==> src/rtl/morse_key_decoder.sv <==
// morse_key_decoder: debounces a Morse key and decodes dot/dash timing into ASCII letters, digits and word spaces
module morse_key_decoder #(
  parameter int UNIT_CYCLES     = 6250000,
  parameter int DEBOUNCE_CYCLES = 250000
) (
  input  logic       i_Clock,
  input  logic       i_Rst_L,
  input  logic       i_Key,
  output logic       o_Key_Level,
  output logic       o_Char_DV,
  output logic [7:0] o_Char_Byte
);
  localparam logic [31:0] DOT_MAX = 32'(2 * UNIT_CYCLES);
  localparam logic [31:0] GAP_MAX = 32'(7 * UNIT_CYCLES);
  localparam logic [31:0] DB_MAX  = 32'(DEBOUNCE_CYCLES - 1);
  typedef enum logic [1:0] {IDLE, KEY_DOWN, KEY_UP, LETTER_DONE} state_t;
  state_t      state, state_n;
  logic        sync_1, sync_2, ovf, clr, push, emit_l, emit_s;
  logic [31:0] db_cnt, cnt, cnt_inc;
  logic [4:0]  pat;
  logic [2:0]  len;
  logic [7:0]  letter;
  // A press landing on an emission cycle starts a fresh letter after the emission
  always_comb begin
    cnt_inc = (cnt == GAP_MAX) ? cnt : cnt + 32'd1;
    state_n = state;
    clr     = 1'b0;
    push    = 1'b0;
    emit_l  = 1'b0;
    emit_s  = 1'b0;
    case (state)
      IDLE: begin
        state_n = o_Key_Level ? KEY_DOWN : IDLE;
        clr     = o_Key_Level;
      end
      KEY_DOWN: begin
        state_n = o_Key_Level ? KEY_DOWN : KEY_UP;
        clr     = !o_Key_Level;
        push    = !o_Key_Level;
      end
      KEY_UP: begin
        emit_l  = cnt_inc == DOT_MAX;
        state_n = o_Key_Level ? KEY_DOWN : (emit_l ? LETTER_DONE : KEY_UP);
        clr     = o_Key_Level;
      end
      default: begin
        emit_s  = cnt_inc == GAP_MAX;
        state_n = o_Key_Level ? KEY_DOWN : (emit_s ? IDLE : LETTER_DONE);
        clr     = o_Key_Level;
      end
    endcase
  end
  // Pattern holds symbols in arrival order, first symbol most significant
  always_comb begin
    letter = 8'h3F;
    case ({len, pat})
      {3'd2, 5'b00001}: letter = "A";
      {3'd4, 5'b01000}: letter = "B";
      {3'd4, 5'b01010}: letter = "C";
      {3'd3, 5'b00100}: letter = "D";
      {3'd1, 5'b00000}: letter = "E";
      {3'd4, 5'b00010}: letter = "F";
      {3'd3, 5'b00110}: letter = "G";
      {3'd4, 5'b00000}: letter = "H";
      {3'd2, 5'b00000}: letter = "I";
      {3'd4, 5'b00111}: letter = "J";
      {3'd3, 5'b00101}: letter = "K";
      {3'd4, 5'b00100}: letter = "L";
      {3'd2, 5'b00011}: letter = "M";
      {3'd2, 5'b00010}: letter = "N";
      {3'd3, 5'b00111}: letter = "O";
      {3'd4, 5'b00110}: letter = "P";
      {3'd4, 5'b01101}: letter = "Q";
      {3'd3, 5'b00010}: letter = "R";
      {3'd3, 5'b00000}: letter = "S";
      {3'd1, 5'b00001}: letter = "T";
      {3'd3, 5'b00001}: letter = "U";
      {3'd4, 5'b00001}: letter = "V";
      {3'd3, 5'b00011}: letter = "W";
      {3'd4, 5'b01001}: letter = "X";
      {3'd4, 5'b01011}: letter = "Y";
      {3'd4, 5'b01100}: letter = "Z";
      {3'd5, 5'b11111}: letter = "0";
      {3'd5, 5'b01111}: letter = "1";
      {3'd5, 5'b00111}: letter = "2";
      {3'd5, 5'b00011}: letter = "3";
      {3'd5, 5'b00001}: letter = "4";
      {3'd5, 5'b00000}: letter = "5";
      {3'd5, 5'b10000}: letter = "6";
      {3'd5, 5'b11000}: letter = "7";
      {3'd5, 5'b11100}: letter = "8";
      {3'd5, 5'b11110}: letter = "9";
      default:          letter = 8'h3F;
    endcase
  end
  always_ff @(posedge i_Clock or negedge i_Rst_L) begin
    if (!i_Rst_L) begin
      sync_1      <= 1'b0;
      sync_2      <= 1'b0;
      db_cnt      <= '0;
      o_Key_Level <= 1'b0;
      state       <= IDLE;
      cnt         <= '0;
      pat         <= '0;
      len         <= '0;
      ovf         <= 1'b0;
      o_Char_DV   <= 1'b0;
      o_Char_Byte <= 8'h00;
    end else begin
      sync_1      <= i_Key;
      sync_2      <= sync_1;
      db_cnt      <= (sync_2 == o_Key_Level || db_cnt == DB_MAX) ? '0 : db_cnt + 32'd1;
      o_Key_Level <= (sync_2 != o_Key_Level && db_cnt == DB_MAX) ? sync_2 : o_Key_Level;
      state       <= state_n;
      cnt         <= clr ? '0 : cnt_inc;
      o_Char_DV   <= emit_l || emit_s;
      o_Char_Byte <= emit_l ? (ovf ? 8'h3F : letter) : (emit_s ? 8'h20 : o_Char_Byte);
      if (emit_l) begin
        pat <= '0;
        len <= '0;
        ovf <= 1'b0;
      end else if (push && len == 3'd5) begin
        ovf <= 1'b1;
      end else if (push) begin
        pat <= {pat[3:0], cnt >= DOT_MAX};
        len <= len + 3'd1;
      end
    end
  end
endmodule

==> config.mk <==
export PLATFORM = sky130hd
export DESIGN_NAME = morse_key_decoder
export DESIGN_NICKNAME = d
export VERILOG_FILES = /design/src/rtl/morse_key_decoder.sv
export SDC_FILE = /design/constraint.sdc
export NUM_CORES = 1
export LEC_CHECK = 0
export CELL_PAD_IN_SITES_DETAIL_PLACEMENT = 1
export CELL_PAD_IN_SITES_GLOBAL_PLACEMENT = 2
export CORE_MARGIN = 10
export CORE_UTILIZATION = 41
export CTS_BUF_LIST = sky130_fd_sc_hd__clkbuf_8
export DETAILED_ROUTE_END_ITERATION = 8
export PLACE_DENSITY_LB_ADDON = 0.1
export SLEW_MARGIN = 40
export SYNTH_ARGS = -nofsm -noshare
export SYNTH_HDL_FRONTEND = slang
export SYNTH_SLANG_ARGS = --single-unit
==> constraint.sdc <==
create_clock -name i_Clock -period 3.3 [get_ports i_Clock]
set_input_delay 0.66 -clock i_Clock [delete_from_list [all_inputs] [get_ports i_Clock]]
set_output_delay 0.66 -clock i_Clock [all_outputs]
set_load 0.1 [all_outputs]
==> After elaboration in Yosys (flattened, before gate mapping) <==
Index checks and enable logic that the tools add are counted.
{ "word_totals": {"reg_bits": 87, "inputBits": 3, "out_inout_bits": 10, "word_cells": 98} }
{ "classes": {"add_sub_neg": 3, "order_cmp": 1, "eq_ne": 46, "n_mux": 26, "n_reduce_logical": 11} }
{ "op_table": {"columns": ["operator", "count"], "rows": [
  ["7-bit one-hot mux with 36 select lines", 1],
  ["8-bit equality test, second input constant", 22],
  ["8-bit by 7-bit equality test with 1-bit output, second input constant", 12],
  ["32-bit 2-to-1 mux", 3],
  ["32-bit by 1-bit adder with 32-bit output, second input constant", 2],
  ["32-bit by 26-bit equality test with 1-bit output, second input constant", 2],
  ["32-bit by 18-bit equality test with 1-bit output, second input constant", 1],
  ["32-bit by 24-bit equality test with 1-bit output, second input constant", 1],
  ["32-bit by 24-bit greater-or-equal comparator with 1-bit output, second input constant", 1],
  ["8-bit 2-to-1 mux", 3],
  ["8-bit by 6-bit equality test with 1-bit output, second input constant", 2],
  ["5-bit 2-to-1 mux", 3],
  ["3-bit 2-to-1 mux", 3],
  ["1-bit 2-to-1 mux", 8],
  ["2-bit 2-to-1 mux", 4],
  ["2-bit one-hot mux with 3 select lines", 1],
  ["2-bit nonzero test", 3],
  ["3-bit by 1-bit adder with 3-bit output, second input constant", 1],
  ["3-bit equality test, second input constant", 1],
  ["3-bit OR reduction", 1],
  ["2-bit by 1-bit equality test with 1-bit output, second input constant", 1],
  ["2-bit equality test, second input constant", 1],
  ["1-bit logical AND", 2],
  ["2-bit logical NOT", 1],
  ["other kinds (6)", 7]
]} }

==> Depth between registers and ports, before layout <==
{ "depth": {"ltp_word": 6, "mapped_depth": 10, "depth_no_buf": 10} }

==> Worst setup path after synthesis <==
No wires, ideal clock.
{ "synth_timing": {"path_type": "flip-flop to flip-flop", "start": "register len[0]", "end": "register o_Char_Byte[1]", "setup_ns": 0.130, "t_arrival_ns": 2.647, "required_ns": 3.170, "path_slack_ns": 0.523, "path_stages_with_launch": 11, "n_path_buf": 2, "period_less_slack_ns": 2.777, "path_cell_list": "dfrtp_1 > buf_2 > or4b_1 > buf_2 > or4_1 > a21oi_1 > a2111oi_0 > a41o_1 > nand2b_1 > a2111oi_1 > o21ai_1"} }
{ "synth_between": {"elab_chain_len": 4, "elab_cells_between_ends": 39, "cone_classes": "eq/ne: 36; mux: 3"} }
{ "synth_rtl": {"columns": ["element", "line", "source"], "rows": [
  ["start: declaration", "21", "logic [2:0] len;"],
  ["start signal: assignment", "126", "len <= len + 3'd1;"],
  ["8-bit equality test, or another cell as far along", "56", "case ({len, pat})"],
  ["7-bit one-hot mux with 36 select lines *", "56", null],
  ["8-bit 2-to-1 mux * (2 in series)", "117", "o_Char_Byte <= emit_l ? (ovf ? 8'h3F : letter) : (emit_s ? 8'h20 : o_Char_Byte);"],
  ["end signal: assignment", "117", null],
  ["end: declaration", "11", "output logic [7:0] o_Char_Byte"]
]} }
Mark *: on every way between the ends. The rest lies on a longest branch, timed or not.
A chain may end at the register's enable or synchronous reset.

==> Worst setup path in the final report <==
{ "layout_timing": {"start": "register cnt[0]", "end": "register len[0]"} }
{ "layout_between": {"elab_chain_len": 6, "elab_cells_between_ends": 9, "cone_classes": "add/sub: 1; eq/ne: 3; mux: 3; reduce/logical: 2"} }
{ "layout_rtl": {"columns": ["element", "line", "source"], "rows": [
  ["start: declaration", "19", "logic [31:0] db_cnt, cnt, cnt_inc;"],
  ["start signal: assignment", "115", "cnt <= clr ? '0 : cnt_inc;"],
  ["32-bit by 1-bit adder with 32-bit output or 32-bit by 26-bit equality test with 1-bit output (tied branches)", "25", "cnt_inc = (cnt == GAP_MAX) ? cnt : cnt + 32'd1;"],
  ["32-bit 2-to-1 mux *", "25", null],
  ["32-bit by 24-bit equality test with 1-bit output *", "42", "emit_l = cnt_inc == DOT_MAX;"],
  ["1-bit 2-to-1 mux *", "31", "case (state)"],
  ["2-bit != test (no source line) or 2-bit nonzero test (tied branches)", null, null],
  ["2-bit AND reduction (no source line)", null, null]
]} }
Marks and branches as above.

==> flow_summary.ini <==
[run_status]
run_status = completed

[timing]
hold_viol_final = 0
setup_slack_ns = 0.190
finClkSkew_ns = 0.0151
timing.hold.ws_ns = 0.302
min_period_over_period_pct = 94.2
fmax_mhz = 322
relSlewSlack_pct = 54.5
slew_violations = 0
setup_viol = 0
min_period_ns = 3.11
worst_slew_pin_slew_ns = 0.683

[place]
gp_congestion = 0.927
place_area_mm2 = 0.00597
portBuffers = 11
dp.cells = 818
pre_cts_ws_ns = 0.174
hpwl_mm = 11.3

[critical_path]
reg2regPathDepth = 9
cp.required_ns = 3.54
setup.worst_path.start = cnt[0]
cp-end-kind = flip-flop
crit_fanout = 8
criticalPathCategory = reg2reg
crit_arrival_ns = 3.35
r2r-end = len[0]
timing.reg2reg.setup_slack_ns = 0.19
r2r-start = cnt[0]
start_kind = flip-flop

[synth]
yosys.area_share.adder_pct = 1.57
yosysTopAreaCell = dfrtp_1
synth-edff-count = 0
yosys_register_bits = 86
synth-main-ff-cell = dfrtp_1
synth_compound_area_share_pct = 13.1
yosysTopAreaCellShare_pct = 38.6
synth_area_leaders = dfrtp_1 (39%), nor2_1 (5.0%), xnor2_1 (4.7%)
synthArstFlopShare_pct = 100
synth_xor_area_share_pct = 8.80
synth_top_family_by_area = simple AND/OR/NAND/NOR gates
synthCells = 636
syn_avg_cell_area_um2 = 8.76
ys_types = 76
yosys_warnings = 0
synth-simple-area-share_pct = 31.2
ys_seq_area_share_pct = 38.6
synth_nets = 646
synth_area_mm2 = 0.00557
synth.area.mux_share_pct = 2.56

[global_route]
grt_util_all_layers_pct = 17.2
grt_max_degree = 49
grt-ovfl-total = 0
antenna_found_initial = 0
grt_pass1_vias = 5009
grt_pass1_wl_mm = 26.0

[final_layout]
diodes = 0
areaGrowthSynthToFinish_pct = 10.9
stdcell_area_mm2 = 0.00618
mostFrequentLayoutCells = dfrtp_1 (85), nor2_1 (74), nand2_1 (47)
fillers = 1575
fin_cells = 835
layout-drive-gt1-share_pct = 13.1
layout_commonest_cell = dfrtp_1
final_nets = 664

[job]
maxCapViolations = 0

[clock_tree]
root_buffer = clkbuf_8
cts_tree = done
htreeDepth = 3
clock_path_buffers = 2
clock-sinks = 86
cts_buffers = 9
clk_latency_ns = 0.38
holdBufCountCts = 0
clk_pin_slew_ns = 0.10

[route]
wl_per_cell_um = 18.5
viasPerCell = 5.73
drt_pass1_iterations = 4
via_count = 4782
met1Wirelength_mm = 7.42
wl_met3_um = 493
wl_met2_mm = 7.30
drc_errors = 0
top_layer_used = met4
drtAntennaViolNets = 0
drt-total-wl_mm = 15.5
drtIter0Drc = 382

[floorplan]
fp-row-count = 42
die_x_um = 137
fp.coreArea_mm2 = 0.0133
io-pin-count = 13
dieArea_mm2 = 0.0187
die_h_um = 137
start_util_pct = 41.9

[power_and_ir_drop]
ir_drop_uv = 261
cellPowerDensity_mw_per_mm2 = 303
power_mw = 1.87
p_leak_nw = 2.60

[worst_hold_path]
hold_class = in2async
==> worst max-delay path, stage by stage, from the launching register on <==
cell and delay (ns):
dfrtp_1 0.46, ha_1 0.30, nand4_1 0.21, nor3_1 0.11, a2111oi_0 0.56, mux2i_1 0.22, nor4_4 0.45, nand4b_2 0.22
nor2_2 0.34, nor2_1 0.10
==> logic make-up after synthesis <==
| logic type | Yosys count |
|---|---|
| AND/OR/NAND/NOR | 311 |
| AO/OA/AOI/OAI | 106 |
| flip-flops | 86 |
| XOR/XNOR | 56 |
| buffers and inverters | 55 |
| multiplexers | 14 |
| adder cells (fa/ha/maj) | 7 |
| other | 1 |
==> routing by layer <==
layer	track usage, %	vias up
li1	-	2299
met1	23.2	2390
met2	27.3	73
met3	2.60	20
met4	6.21	0
met5	0	-
==> how the worst max path moves through the flow <==
stage / end / slack [ns] / cells past startpoint
after floorplan: o_Char_Byte[1] / 0.52 / 10
after global routing: state[0] / -0.02 / 9
after CTS: state[0] / 0.11 / 8
after detailed placement: state[0] / 0.17 / 8
final: len[0] / 0.19 / 9
after global placement: state[0] / 0.23 / 8
==> flip-flops by register name, indices dropped and copies added (netlist names) <==
register / count
cnt: 32
db_cnt: 32
len: 3
o_Char_Byte: 7
o_Char_DV: 1
o_Key_Level: 1
ovf: 1
pat: 5
state: 2
sync_1: 1
sync_2: 1
==> metrics by stage <==
| step | setup TNS (ns) | util, % |
|---|---|---|
| finish | 0 | 46.5 |
| global route | -0.0153 | 46.5 |
| detailed placement | 0 | 44.9 |
| global placement | 0 | 44.9 |
| CTS | 0 | 46.4 |
| floorplan | 0 | - |
==> report_power, final <==
part | internal (mW) | total [mW] | switching [mW]
clock network | 0.353 | 0.771 | 0.418
logic | 0.00689 | 0.0419 | 0.0350
registers | 1.06 | 1.06 | 0.00293
total | 1.42 | 1.87 | 0.456
==> area by class of cell <==
cell class | count | area, um2 | area share [%]
Sequential cell | 86 | 2150 | 34.8
Inverter | 16 | 60.1 | 0.972
Timing Repair Buffer | 46 | 348 | 5.63
Clock buffer | 9 | 124 | 2.00
Clock inverter | 7 | 73.8 | 1.19
Tap cell | 176 | 220 | 3.56
Multi-Input combinational cell | 495 | 3200 | 51.8
==> cell usage after synthesis, drive strengths merged (7+ instances only) <==
cell type  instances
a21boi             9
a21oi             20
and2              19
and3              14
buf               18
clkbuf            21
dfrtp             86
ha                 7
inv               13
mux2i             12
nand2             47
nand3             26
nand4             24
nor2              75
nor2b             23
nor3              24
nor4              13
o21ai             26
or3                8
xnor2             30
xor2              26
==> what timing repair did <==
item | CTS | global route
endpoints found under the setup margin | 0 | 15
resized for setup | 0 | 3
setup buffers | 0 | 1
hold endpoints to repair | 0 | 0
Note: power is estimated with default switching activity, not from simulation.
